==> config.mk <==
export PLATFORM = sky130hd
export DESIGN_NAME = gmii_rx_framer
export DESIGN_NICKNAME = d
export VERILOG_FILES = /design/src/rtl/gmii_rx_framer.sv
export SDC_FILE = /design/constraint.sdc
export NUM_CORES = 1
export LEC_CHECK = 0
export BUFFER_PORTS_ARGS = -buffer_cell sky130_fd_sc_hd__buf_2
export CORE_UTILIZATION = 55
export CTS_CLUSTER_SIZE = 24
export DETAILED_ROUTE_END_ITERATION = 10
export PLACE_DENSITY = 0.78
export SLEW_MARGIN = 10
export SYNTH_ARGS = -nofsm -noshare
export SYNTH_HDL_FRONTEND = slang
export SYNTH_SLANG_ARGS = --single-unit
==> constraint.sdc <==
create_clock -name clk -period 3.2 [get_ports clk]
set_clock_uncertainty 0.1 [all_clocks]
set_input_delay 0.48 -clock clk [delete_from_list [all_inputs] [get_ports clk]]
set_output_delay 0.48 -clock clk [all_outputs]
set_load 0.02 [all_outputs]
==> src/rtl/gmii_rx_framer.sv <==
// gmii_rx_framer
// Strips preamble/SFD from a GMII receive stream, checks CRC-32 and frame length, and forwards the
// frame bytes to the 8-to-256 packer with an end-of-frame verdict and good/bad frame counters.
// Build option: define GMII_RX_FRAMER_FCS_STRIP_EN to hold the 4 FCS bytes back in a delay line
// so they never reach rxd (5-cycle latency instead of 1).
module gmii_rx_framer #(
  parameter int unsigned MIN_LEN = 64,
  parameter int unsigned MAX_LEN = 1518
) (
  input  logic        clk,
  input  logic        RSTN,
  input  logic [7:0]  gmii_rxd,
  input  logic        gmii_rx_dv,
  input  logic        gmii_rx_er,
  output logic [7:0]  rxd,
  output logic        rxen,
  output logic        frame_done,
  output logic        frame_ok,
  output logic [10:0] frame_len,
  output logic [15:0] cnt_ok,
  output logic [15:0] cnt_bad
);

  localparam logic [7:0]  Preamble    = 8'h55;
  localparam logic [7:0]  Sfd         = 8'hD5;
  localparam logic [31:0] CrcInit     = 32'hFFFF_FFFF;
  localparam logic [31:0] CrcPolyRefl = 32'hEDB8_8320;
  // 0xC704DD7B expressed in the bit order of the reflected (LSB-first) CRC register.
  localparam logic [31:0] CrcResidue  = 32'hDEBB_20E3;
  localparam logic [10:0] LenSat      = 11'h7FF;

  typedef enum logic [1:0] {StIdle, StPreamble, StData, StDrop} state_e;

  state_e      state_q, state_d;
  logic        from_data_q, from_data_d;  // DROP was entered from DATA, so a verdict is owed
  logic        dv_prev_q;                 // resets high: a frame already running is not fresh
  logic [31:0] crc_q, crc_d;
  logic [10:0] len_q, len_d;

  logic        push;                      // DATA byte accepted this cycle
  logic        end_frame;
  logic        end_good;
  logic        len_in_range;

  logic [7:0]  rxd_q, rxd_d;
  logic        rxen_q, rxen_d;
  logic        done_q, done_d;
  logic        ok_q, ok_d;
  logic [10:0] flen_q, flen_d;
  logic [15:0] cnt_ok_q, cnt_ok_d;
  logic [15:0] cnt_bad_q, cnt_bad_d;

`ifdef GMII_RX_FRAMER_FCS_STRIP_EN
  logic [3:0][7:0] dly_q, dly_d;          // [0] newest, [3] oldest
`endif

  // Reflected CRC-32 update, data bits taken LSB first.
  function automatic logic [31:0] crc32_byte(input logic [31:0] crc, input logic [7:0] d);
    logic [31:0] c;
    c = crc;
    for (int i = 0; i < 8; i++) begin
      if (c[0] ^ d[i]) c = (c >> 1) ^ CrcPolyRefl;
      else             c = c >> 1;
    end
    return c;
  endfunction

  // Saturated 2047 always fails, whatever MAX_LEN is set to.
  assign len_in_range = (len_q != LenSat) && (32'(len_q) >= MIN_LEN) &&
                        (32'(len_q) <= MAX_LEN);

  // Receive FSM plus frame verdict and counter updates.
  always_comb begin
    state_d     = state_q;
    from_data_d = from_data_q;
    crc_d       = crc_q;
    len_d       = len_q;
    push        = 1'b0;
    end_frame   = 1'b0;
    end_good    = 1'b0;
    done_d      = 1'b0;
    ok_d        = 1'b0;
    flen_d      = flen_q;
    cnt_ok_d    = cnt_ok_q;
    cnt_bad_d   = cnt_bad_q;

    unique case (state_q)
      StIdle: begin
        if (gmii_rx_dv) begin
          from_data_d = 1'b0;
          if (dv_prev_q) begin
            state_d = StDrop;
          end else if (gmii_rxd == Preamble) begin
            state_d = StPreamble;
          end else if (gmii_rxd == Sfd) begin
            state_d = StData;
            crc_d   = CrcInit;
            len_d   = '0;
          end else begin
            state_d = StDrop;
          end
        end
      end
      StPreamble: begin
        if (!gmii_rx_dv) begin
          state_d = StIdle;
        end else if (gmii_rx_er) begin
          state_d     = StDrop;
          from_data_d = 1'b0;
        end else if (gmii_rxd == Sfd) begin
          state_d = StData;
          crc_d   = CrcInit;
          len_d   = '0;
        end else if (gmii_rxd != Preamble) begin
          state_d     = StDrop;
          from_data_d = 1'b0;
        end
      end
      StData: begin
        if (!gmii_rx_dv) begin
          state_d   = StIdle;
          end_frame = 1'b1;
          end_good  = (crc_q == CrcResidue) && len_in_range;
        end else if (gmii_rx_er) begin
          state_d     = StDrop;
          from_data_d = 1'b1;
        end else begin
          push  = 1'b1;
          crc_d = crc32_byte(crc_q, gmii_rxd);
          if (len_q != LenSat) len_d = len_q + 11'd1;
        end
      end
      StDrop: begin
        if (!gmii_rx_dv) begin
          state_d     = StIdle;
          end_frame   = from_data_q;
          from_data_d = 1'b0;
        end
      end
      default: state_d = StIdle;
    endcase

    if (end_frame) begin
      done_d = 1'b1;
      ok_d   = end_good;
      flen_d = len_q;
      if (end_good) cnt_ok_d  = cnt_ok_q + 16'd1;
      else          cnt_bad_d = cnt_bad_q + 16'd1;
    end
  end

  // Output byte path; rxd is forced to zero whenever rxen is low.
  always_comb begin
    rxd_d  = 8'h00;
    rxen_d = 1'b0;
`ifdef GMII_RX_FRAMER_FCS_STRIP_EN
    dly_d  = dly_q;
    if (push) begin
      dly_d = {dly_q[2:0], gmii_rxd};
      // Only once four bytes are buffered is the oldest one known not to be FCS.
      if (len_q >= 11'd4) begin
        rxd_d  = dly_q[3];
        rxen_d = 1'b1;
      end
    end
`else
    if (push) begin
      rxd_d  = gmii_rxd;
      rxen_d = 1'b1;
    end
`endif
  end

  // FSM, CRC and length registers.
  always_ff @(posedge clk or negedge RSTN) begin
    if (!RSTN) begin
      state_q     <= StIdle;
      from_data_q <= 1'b0;
      dv_prev_q   <= 1'b1;
      crc_q       <= CrcInit;
      len_q       <= '0;
    end else begin
      state_q     <= state_d;
      from_data_q <= from_data_d;
      dv_prev_q   <= gmii_rx_dv;
      crc_q       <= crc_d;
      len_q       <= len_d;
    end
  end

  // Output, status and counter registers.
  always_ff @(posedge clk or negedge RSTN) begin
    if (!RSTN) begin
      rxd_q     <= 8'h00;
      rxen_q    <= 1'b0;
      done_q    <= 1'b0;
      ok_q      <= 1'b0;
      flen_q    <= '0;
      cnt_ok_q  <= '0;
      cnt_bad_q <= '0;
    end else begin
      rxd_q     <= rxd_d;
      rxen_q    <= rxen_d;
      done_q    <= done_d;
      ok_q      <= ok_d;
      flen_q    <= flen_d;
      cnt_ok_q  <= cnt_ok_d;
      cnt_bad_q <= cnt_bad_d;
    end
  end

`ifdef GMII_RX_FRAMER_FCS_STRIP_EN
  // FCS hold-back delay line.
  always_ff @(posedge clk or negedge RSTN) begin
    if (!RSTN) dly_q <= '0;
    else       dly_q <= dly_d;
  end
`endif

  assign rxd        = rxd_q;
  assign rxen       = rxen_q;
  assign frame_done = done_q;
  assign frame_ok   = ok_q;
  assign frame_len  = flen_q;
  assign cnt_ok     = cnt_ok_q;
  assign cnt_bad    = cnt_bad_q;

endmodule
# Yosys cells after proc, flatten, opt, wreduce, memory -nomap -nowiden
# Cells that the tools add are included.
[word_totals]
register_bits = 101
latch_bits = 0
ram_bits = 0
romBits = 0
input_bits = 12
output_inout_bits = 54
wordCells = 147
memories = 0
[op_classes]
add_sub_neg = 3
multipliers = 0
div_mod_pow = 0
magnitude_cmp = 2
eq_ne = 22
shift = 0
muxes = 80
bitwise = 17
reduce_logical = 11
[ops]
columns = ["cell", "n"]
rows = [
  ["$mux W32", 37],
  ["$not A13 Y14", 8],
  ["$mux W11", 9],
  ["$pmux W32 S3", 1],
  ["$pmux W11 S3", 1],
  ["$add A16 B1 Y16 const B", 2],
  ["$eq A32 B32 Y1 const B", 1],
  ["$mux W2", 10],
  ["$ne A2 B2 Y1 const B", 10],
  ["$mux W1", 18],
  ["$add A11 B1 Y11 const B", 1],
  ["$ge A11 B7 Y1 const B", 1],
  ["$le A11 B11 Y1 const B", 1],
  ["$ne A11 B11 Y1 const B", 1],
  ["$ne A3 B3 Y1 const B", 3],
  ["$reduce_and A9 Y1", 1],
  ["$eq A8 B7 Y1 const B", 1],
  ["$eq A8 B8 Y1 const B", 1],
  ["$mux W8", 1],
  ["$ne A8 B7 Y1 const B", 1],
  ["$pmux W2 S4", 1],
  ["$reduce_and A8 Y1", 1],
  ["$xor A1 B1 Y1", 8],
  ["$reduce_and A6 Y1", 1],
  ["11 further kinds", 15],
]

# Longest topological paths before layout
# Gate-level depths: netlist of run 1.
[logic_depth]
depth_word = 40
depth_mapped = 10
mapped_depth_nobuf = 7

# Least setup slack after synthesis of run 1
# No wires, ideal clock.
[synth_timing]
path_kind = "register to register"
start = "register crc_q[13]"
end = "register cnt_bad_q[1] (netlist: cnt_bad[1])"
setup_time_ns = 0.125
arrival_ns = 2.448
required_time_ns = 2.975
setup_slack_ns = 0.527
stages_incl_launch_ff = 6
n_path_buf = 1
period_less_slack_ns = 2.673
cell_sequence = "dfstp_2 or4b_1 or4_4 o41ai_4 buf_6 mux2_2"
[synth_via]
elab_chain_len = 6
[synth_lines]
columns = ["item", "line", "source"]
rows = [
  ["from (decl)", "37", "logic [31:0] crc_q, crc_d;"],
  ["from (signal assigned)", "180", "crc_q <= CrcInit;"],
  ["from (signal assigned)", "186", "crc_q <= crc_d;"],
  ["$eq A32 B32 Y1", "123", "end_good = (crc_q == CrcResidue) && len_in_range;"],
  ["$logic_and A1 B1 Y1", "123", ""],
  ["$mux W1", "120", "if (!gmii_rx_dv) begin"],
  ["$mux W1", "87", "unique case (state_q)"],
  ["$not A1 Y1 (no source line)", "-", ""],
  ["$reduce_and A2 Y1 (no source line)", "-", ""],
  ["to (signal assigned)", "208", "cnt_bad_q <= cnt_bad_d;"],
  ["to (decl)", "51", "logic [15:0] cnt_bad_q, cnt_bad_d;"],
]
# No other way between the ends.
# A chain may end at the register's enable or synchronous reset.

# Worst setup path after layout of run 1
# Ends and elaborated chain as after synthesis.

==> run metrics, run 1 <==
Post-DP Area=approximately 0.0059 mm²; CTS max path bufs=2; total die area=just over 0.01 mm²; number of buffer cells added on primary ports=65; Post-route DRC=0; Data required, critical path=3.36 ns; maximum number of pins on one net before global-route repair=44; Most used DFF post-synth=sky130_fd_sc_hd__dfrtp_1; end-of-flow core utilization=0.653; Sum Neg Setup Slack=0 ns; critical path startpoint category=flop; final hold viol count=0; Cell Rows=35; # hold bufs at CTS=0; worst path arrival time=about 2.9 ns; most common cell after layout, fill and taps aside=sky130_fd_sc_hd__dfrtp_1; Top-Level Pins=between 60 and 70; post-synth net total=a little over 500; final standard cell area without fillers=0.00609 mm²; power per cell area=973 mW/mm²; number of antenna violations at the first check in global routing=0; clock-pin slew on the worst setup and hold paths=about 0.10 ns; type of the worst setup path=flop to flop; outcome=finished, final reports clean; number of nets in the layout=roughly 580; number of library cell types mapped by synthesis=56; total track usage=0.239; vias per inst=5.65; post-placement setup slack=0.489 ns; number of enable flip-flop cells after synthesis=0; register bit total from synthesis=just over 100; CTS H-tree depth=3; vias=3,940; number of buffers inserted by post-CTS setup repair=0; DR iter-0 viols=about 270; mean cell area of the mapped netlist=10.9 µm²; HPWL reported at the end of detailed placement=8.13 mm; Synth async-reset ratio=1.00; final weighted congestion in routability-driven placement=slightly below 0.9; number of max-capacitance violations reported=0; final worst slack=roughly 0.47 ns; post-cts sizing count=0; CTS buffer count=9; initial cell density of the core=0.574; proportion of synthesized chip area in sequential cells=0.480; number of clock sinks seen by CTS=101; number of global-route vias before repair=between 3k and 4k; count of inserted antenna diode cells=0; number of search-and-repair iterations in the first detailed-routing pass=4; global-route wire length before repair=18.9 mm; final period utilization=0.853; cell at the root of the clock tree=sky130_fd_sc_hd__clkbuf_8; total wire length after detailed routing=11.3 mm; final setup violating endpoints=0; class of the tightest hold or removal check=input port to asynchronous set/reset pin; width of the die=about 100 µm; Max Slew Vio Count=0; ANT nets after route=0; area grow syn2layout=13.8%; ratio of cells with drive above 1 in the final layout=0.282; instance count of the mapped netlist=489; placeable core area=about 0.0093 mm²; fmax=between 300 and 400 MHz; Pwr Total=slightly below 6 mW; routed length per placed instance=approximately 16 µm; Warnings, synthesis=0; post-synthesis instance area=~0.0054 mm²; Max FO, Critical Path=16; time the final worst path needs with I/O delays and setup=around 2.7 ns; Max IR drop VDD=0.548 mV; Leak Pwr=2.70 nW; Die Y=about 100 µm; remaining max-slew budget at the tightest pin=0.538; TritonCTS clock tree=built; Worst-Margin Slew=0.688 ns; CP Capture Type=flop; clock latency on the worst-skew pair=around 0.37 ns; setup repair after global routing missed its margin=false; commonest cells after routing, fill and taps aside=68 x sky130_fd_sc_hd__dfrtp_1, 64 x sky130_fd_sc_hd__buf_2, 53 x sky130_fd_sc_hd__xnor2_1; gr ovfl total=0
[state kept, by name (all words and copies together), names as in the netlist]
register     count
rxd              8
crc_q           32
len_q           11
frame_len       11
state_q          2
frame_ok         1
cnt_ok          16
rxen             1
dv_prev_q        1
frame_done       1
from_data_q      1
cnt_bad         16
[critical path, stage by stage (launching register included)]
cell	delay, ns
sky130_fd_sc_hd__dfstp_2	0.56
sky130_fd_sc_hd__or4b_1	0.45
sky130_fd_sc_hd__or4_4	0.57
sky130_fd_sc_hd__o41ai_4	0.33
sky130_fd_sc_hd__buf_4	0.27
sky130_fd_sc_hd__mux2_2	0.35
[cell usage after synthesis (all sizes together) (3+ instances only)]
cell    number  area share
dfrtp       68        0.32
xnor2       58        0.10
nor2        47       0.033
xor2        36       0.060
dfstp       33        0.16
a31oi       21       0.025
a21oi       18       0.017
clkbuf      18       0.013
nand2       16       0.011
and3        15       0.018
nand4       15       0.018
mux2        14       0.029
inv         13      0.0091
nand3       13       0.012
nor3        12       0.011
ha           9       0.021
o21ai        9      0.0084
and2         6      0.0070
o31ai        6      0.0084
mux2i        5      0.0094
or4          5      0.0077
and4         4      0.0065
buf          4      0.0065
nor4         4      0.0075
nand4b       3      0.0049
nor4bb       3      0.0056
o41ai        3      0.0084
or4b         3      0.0056
xnor3        3       0.013
[metal layers]
metal,GRT usage,routed length [µm]
met1,0.330,5170
met2,0.378,5280
met3,0.0492,690
met4,0.0803,201
met5,0,0
[through the flow]
stage | cells | hold WS [ns]
3_3_place_gp | 681 | 0.359
6_report | 697 | 0.000950
3_5_place_dp | 681 | 0.374
2_1_floorplan | 489 | 0.0844
4_1_cts | 697 | 0.00371
5_1_grt | 697 | 0.0209
[power breakdown]
part           leakage, nW  switching, mW  internal [mW]  total (mW)
Clock               0.0986          0.429          0.367       0.796
Combinational         1.38           1.71           1.40        3.12
Sequential            1.22          0.314           1.70        2.02
[path summary, 6_finish.rpt]
kind	cells past startpoint	endpoint	slack, ns	start
max	5	cnt_bad[1]	0.47	crc_q[13]
min	1	rxd[5]	0.0009	RSTN
max reg2reg	5	cnt_bad[1]	0.47	crc_q[13]
min reg2reg	1	cnt_bad[15]	0.38	cnt_bad[15]
max in group asynchronous	2	crc_q[20]	2.13	RSTN
min in group clk	1	dv_prev_q	0.18	gmii_rx_dv
[logic make-up after synthesis]
kind of cell | Yosys count | share of synthesized area
flops | 101 | 0.480
compound gates | 74 | 0.0940
simple gates | 153 | 0.158
mux | 19 | 0.0388
buf+inv | 35 | 0.0283
fa+ha+maj | 9 | 0.0210
xor+xnor | 98 | 0.180
[cell type report]
| class | instances | area (µm²) |
|---|---|---|
| fillers | 749 | 3240 |
| flip-flops and latches | 101 | 2570 |
| inverters | 13 | 48.8 |
| clock buffers | 11 | 131 |
| repair buffers | 85 | 478 |
| well taps | 129 | 161 |
| clock inverters | 5 | 58.8 |
| multi-input cells | 353 | 2640 |
Power figures use the tool's default switching activity.
==> run 2: changes to the inputs <==
==> constraint.sdc (replaced) <==
create_clock -name clk -period 3.1 [get_ports clk]
set_clock_uncertainty 0.1 [all_clocks]
set_input_delay 0.465 -clock clk [delete_from_list [all_inputs] [get_ports clk]]
set_output_delay 0.465 -clock clk [all_outputs]
set_load 0.02 [all_outputs]
==> run metrics, run 2 (synthesized netlist as in run 1, its figures left out) <==
commonest cells after routing, fill and taps aside=68 x sky130_fd_sc_hd__dfrtp_1, 64 x sky130_fd_sc_hd__buf_2, 53 x sky130_fd_sc_hd__xnor2_1; number of cells after detailed placement=681 (unchanged); delay of the slowest cell on the worst path=0.45 ns (-0.12 ns); net switching power=2.55 mW (+3.8%); post-placement setup slack=0.324 ns (-0.165 ns); most common cell after layout, fill and taps aside=sky130_fd_sc_hd__dfrtp_1; slowest library cell on the worst path=sky130_fd_sc_hd__o41ai_4; total track usage=0.240 (+0.000840); gate family responsible for the most delay along the worst path=compound AO/OA/AOI/OAI gates; maximum number of pins on one net before global-route repair=102 (+130%); number of antenna violations at the first check in global routing=0 (unchanged); total wire length after detailed routing=11.4 mm (+0.25%); share of power burned in registers=0.344 (+0.004); post-cts sizing count=0 (unchanged); count of inserted antenna diode cells=0 (unchanged); Max IR drop VDD=0.446 mV (-19%); final hold viol count=0 (unchanged); sw frac=0.421 (+0.00655); cell internal power dissipation=3.51 mW (+1.1%); Pwr Total=6.06 mW (+2.2%); power per cell area=997 mW/mm² (+2.4%); final worst slack=0.306 ns (-0.164 ns); number of nets in the layout=584 (unchanged); TritonCTS clock tree=built; # hold bufs at CTS=0 (unchanged); CTS max path bufs=2 (unchanged); number of flip-flops under the largest register name=32 (unchanged); area grow syn2layout=13.6%; Top-Level Pins=66 (unchanged); Post-DP Area=0.00591 mm² (+0.21%); vias=3,991 (+1.3%); final setup violating endpoints=0 (unchanged); final weighted congestion in routability-driven placement=0.900 (+3.7%); critical path startpoint category=flop; portion of total power attributed to combinational logic=0.533 (+0.007); Worst-Margin Slew=0.672 ns (-0.0157 ns); Leak Pwr=2.70 nW (-0.30%); number of clock sinks seen by CTS=101 (unchanged); Sum Neg Setup Slack=0 ns (unchanged); clock latency on the worst-skew pair=0.37 ns (about the same); time the final worst path needs with I/O delays and setup=2.79 ns (+0.0636 ns); worst-path cell chain=inv_1, ha_1, a21boi_0, nand4_1, o41ai_4, buf_4, mux2_2; clock-pin slew on the worst setup and hold paths=0.10 ns (about the same); fmax=358 MHz (-2.3%); Max FO, Critical Path=16 (unchanged); Data required, critical path=3.26 ns (-0.10 ns); total die area=0.0101 mm² (unchanged); CTS buffer count=9 (unchanged); class of the tightest hold or removal check=input port to asynchronous set/reset pin; DR iter-0 viols=223 (-16%); number of buffer cells added on primary ports=65 (unchanged); Post-route DRC=0 (unchanged); CP Capture Type=flop; part of the power in the clock network=0.123 (-0.011); number of max-capacitance violations reported=0 (unchanged); gr ovfl total=0 (unchanged); initial cell density of the core=0.574 (unchanged); worst path arrival time=2.96 ns (+0.07 ns); R2R setup slack=0.31 ns (-0.16 ns); setup repair after global routing missed its margin=false; global-route wire length before repair=18.9 mm (+0.14%); Cell Rows=35 (unchanged); Die Y=101 µm (unchanged); ratio of cells with drive above 1 in the final layout=0.283 (+0.00176); outcome=finished, final reports clean; number of buffers inserted by post-CTS setup repair=0 (unchanged); CTS H-tree depth=3 (unchanged); end-of-flow core utilization=0.652 (-0.00107); routed length per placed instance=16.3 µm (+0.25%); number of global-route vias before repair=3,796 (+0.29%); ANT nets after route=0 (unchanged); type of the worst setup path=flop to flop; final hold slack=0.0384 ns (+0.0374 ns); cell at the root of the clock tree=sky130_fd_sc_hd__clkbuf_8; number of search-and-repair iterations in the first detailed-routing pass=4 (unchanged); Max Slew Vio Count=0 (unchanged); vias per inst=5.73 (+1.3%); remaining max-slew budget at the tightest pin=0.549 (+0.0105); final standard cell area without fillers=0.00608 mm² (-0.16%); placeable core area=0.00933 mm² (unchanged); final period utilization=0.901 (+0.0480); width of the die=101 µm (unchanged); largest reg by FF count=crc_q; HPWL reported at the end of detailed placement=8.04 mm (-1.1%); Post-Layout Cell Count=697 (unchanged); total buffers and inverters traversed by the critical path=2 (+1)
-- run 2: cell count changes in the layout (fill, tap and decap cells not counted), sizes merged --
cell | previous run | this run
clkinv | 1 | 5
inv | 16 | 13
clkinvlp | 0 | 1
clkbuf | 11 | 10
bufinv | 1 | 0
-- run 2: power groups by stage --
stage / clock network, mW / logic [mW] / registers, mW
3_3_place_gp: 0 / 3.12 / 2.08
5_1_grt: 0.826 / 3.50 / 2.13
2_1_floorplan: 0 / 2.29 / 2.15
6_report: 0.747 / 3.23 / 2.08
3_5_place_dp: 0 / 3.20 / 2.10
4_1_cts: 0.774 / 3.22 / 2.08
-- run 2: path summary, 6_finish.rpt --
| check | start | to | depth (start not counted) |
|---|---|---|---|
| worst max-delay path | state_q[0] | cnt_bad[1] | 7 |
| worst min-delay path | RSTN | rxd[1] | 2 |
| worst max register to register | state_q[0] | cnt_bad[1] | 7 |
| worst min register to register | cnt_bad[15] | cnt_bad[15] | 1 |
| max in group asynchronous | RSTN | crc_q[3] | 2 |
| min in group clk | gmii_rx_dv | dv_prev_q | 1 |
-- run 2: metal layers --
metal  global-route usage  vias up  share of wire
met3               0.0583       14          0.055
met4               0.0624        0          0.012
met1                0.340     1986           0.46
met2                0.371      108           0.47
li1                     -     1883              -
met5                    0        -              0
-- run 2: layout make-up --
cell class / instances / area, µm²
multi-input combinational: 353 / 2640
timing repair buffer: 85 / 490
tap: 129 / 161
inverter: 13 / 48.8
sequential: 101 / 2570
clock buffer: 10 / 128
clock inverter: 6 / 40.0
fill: 743 / 3250
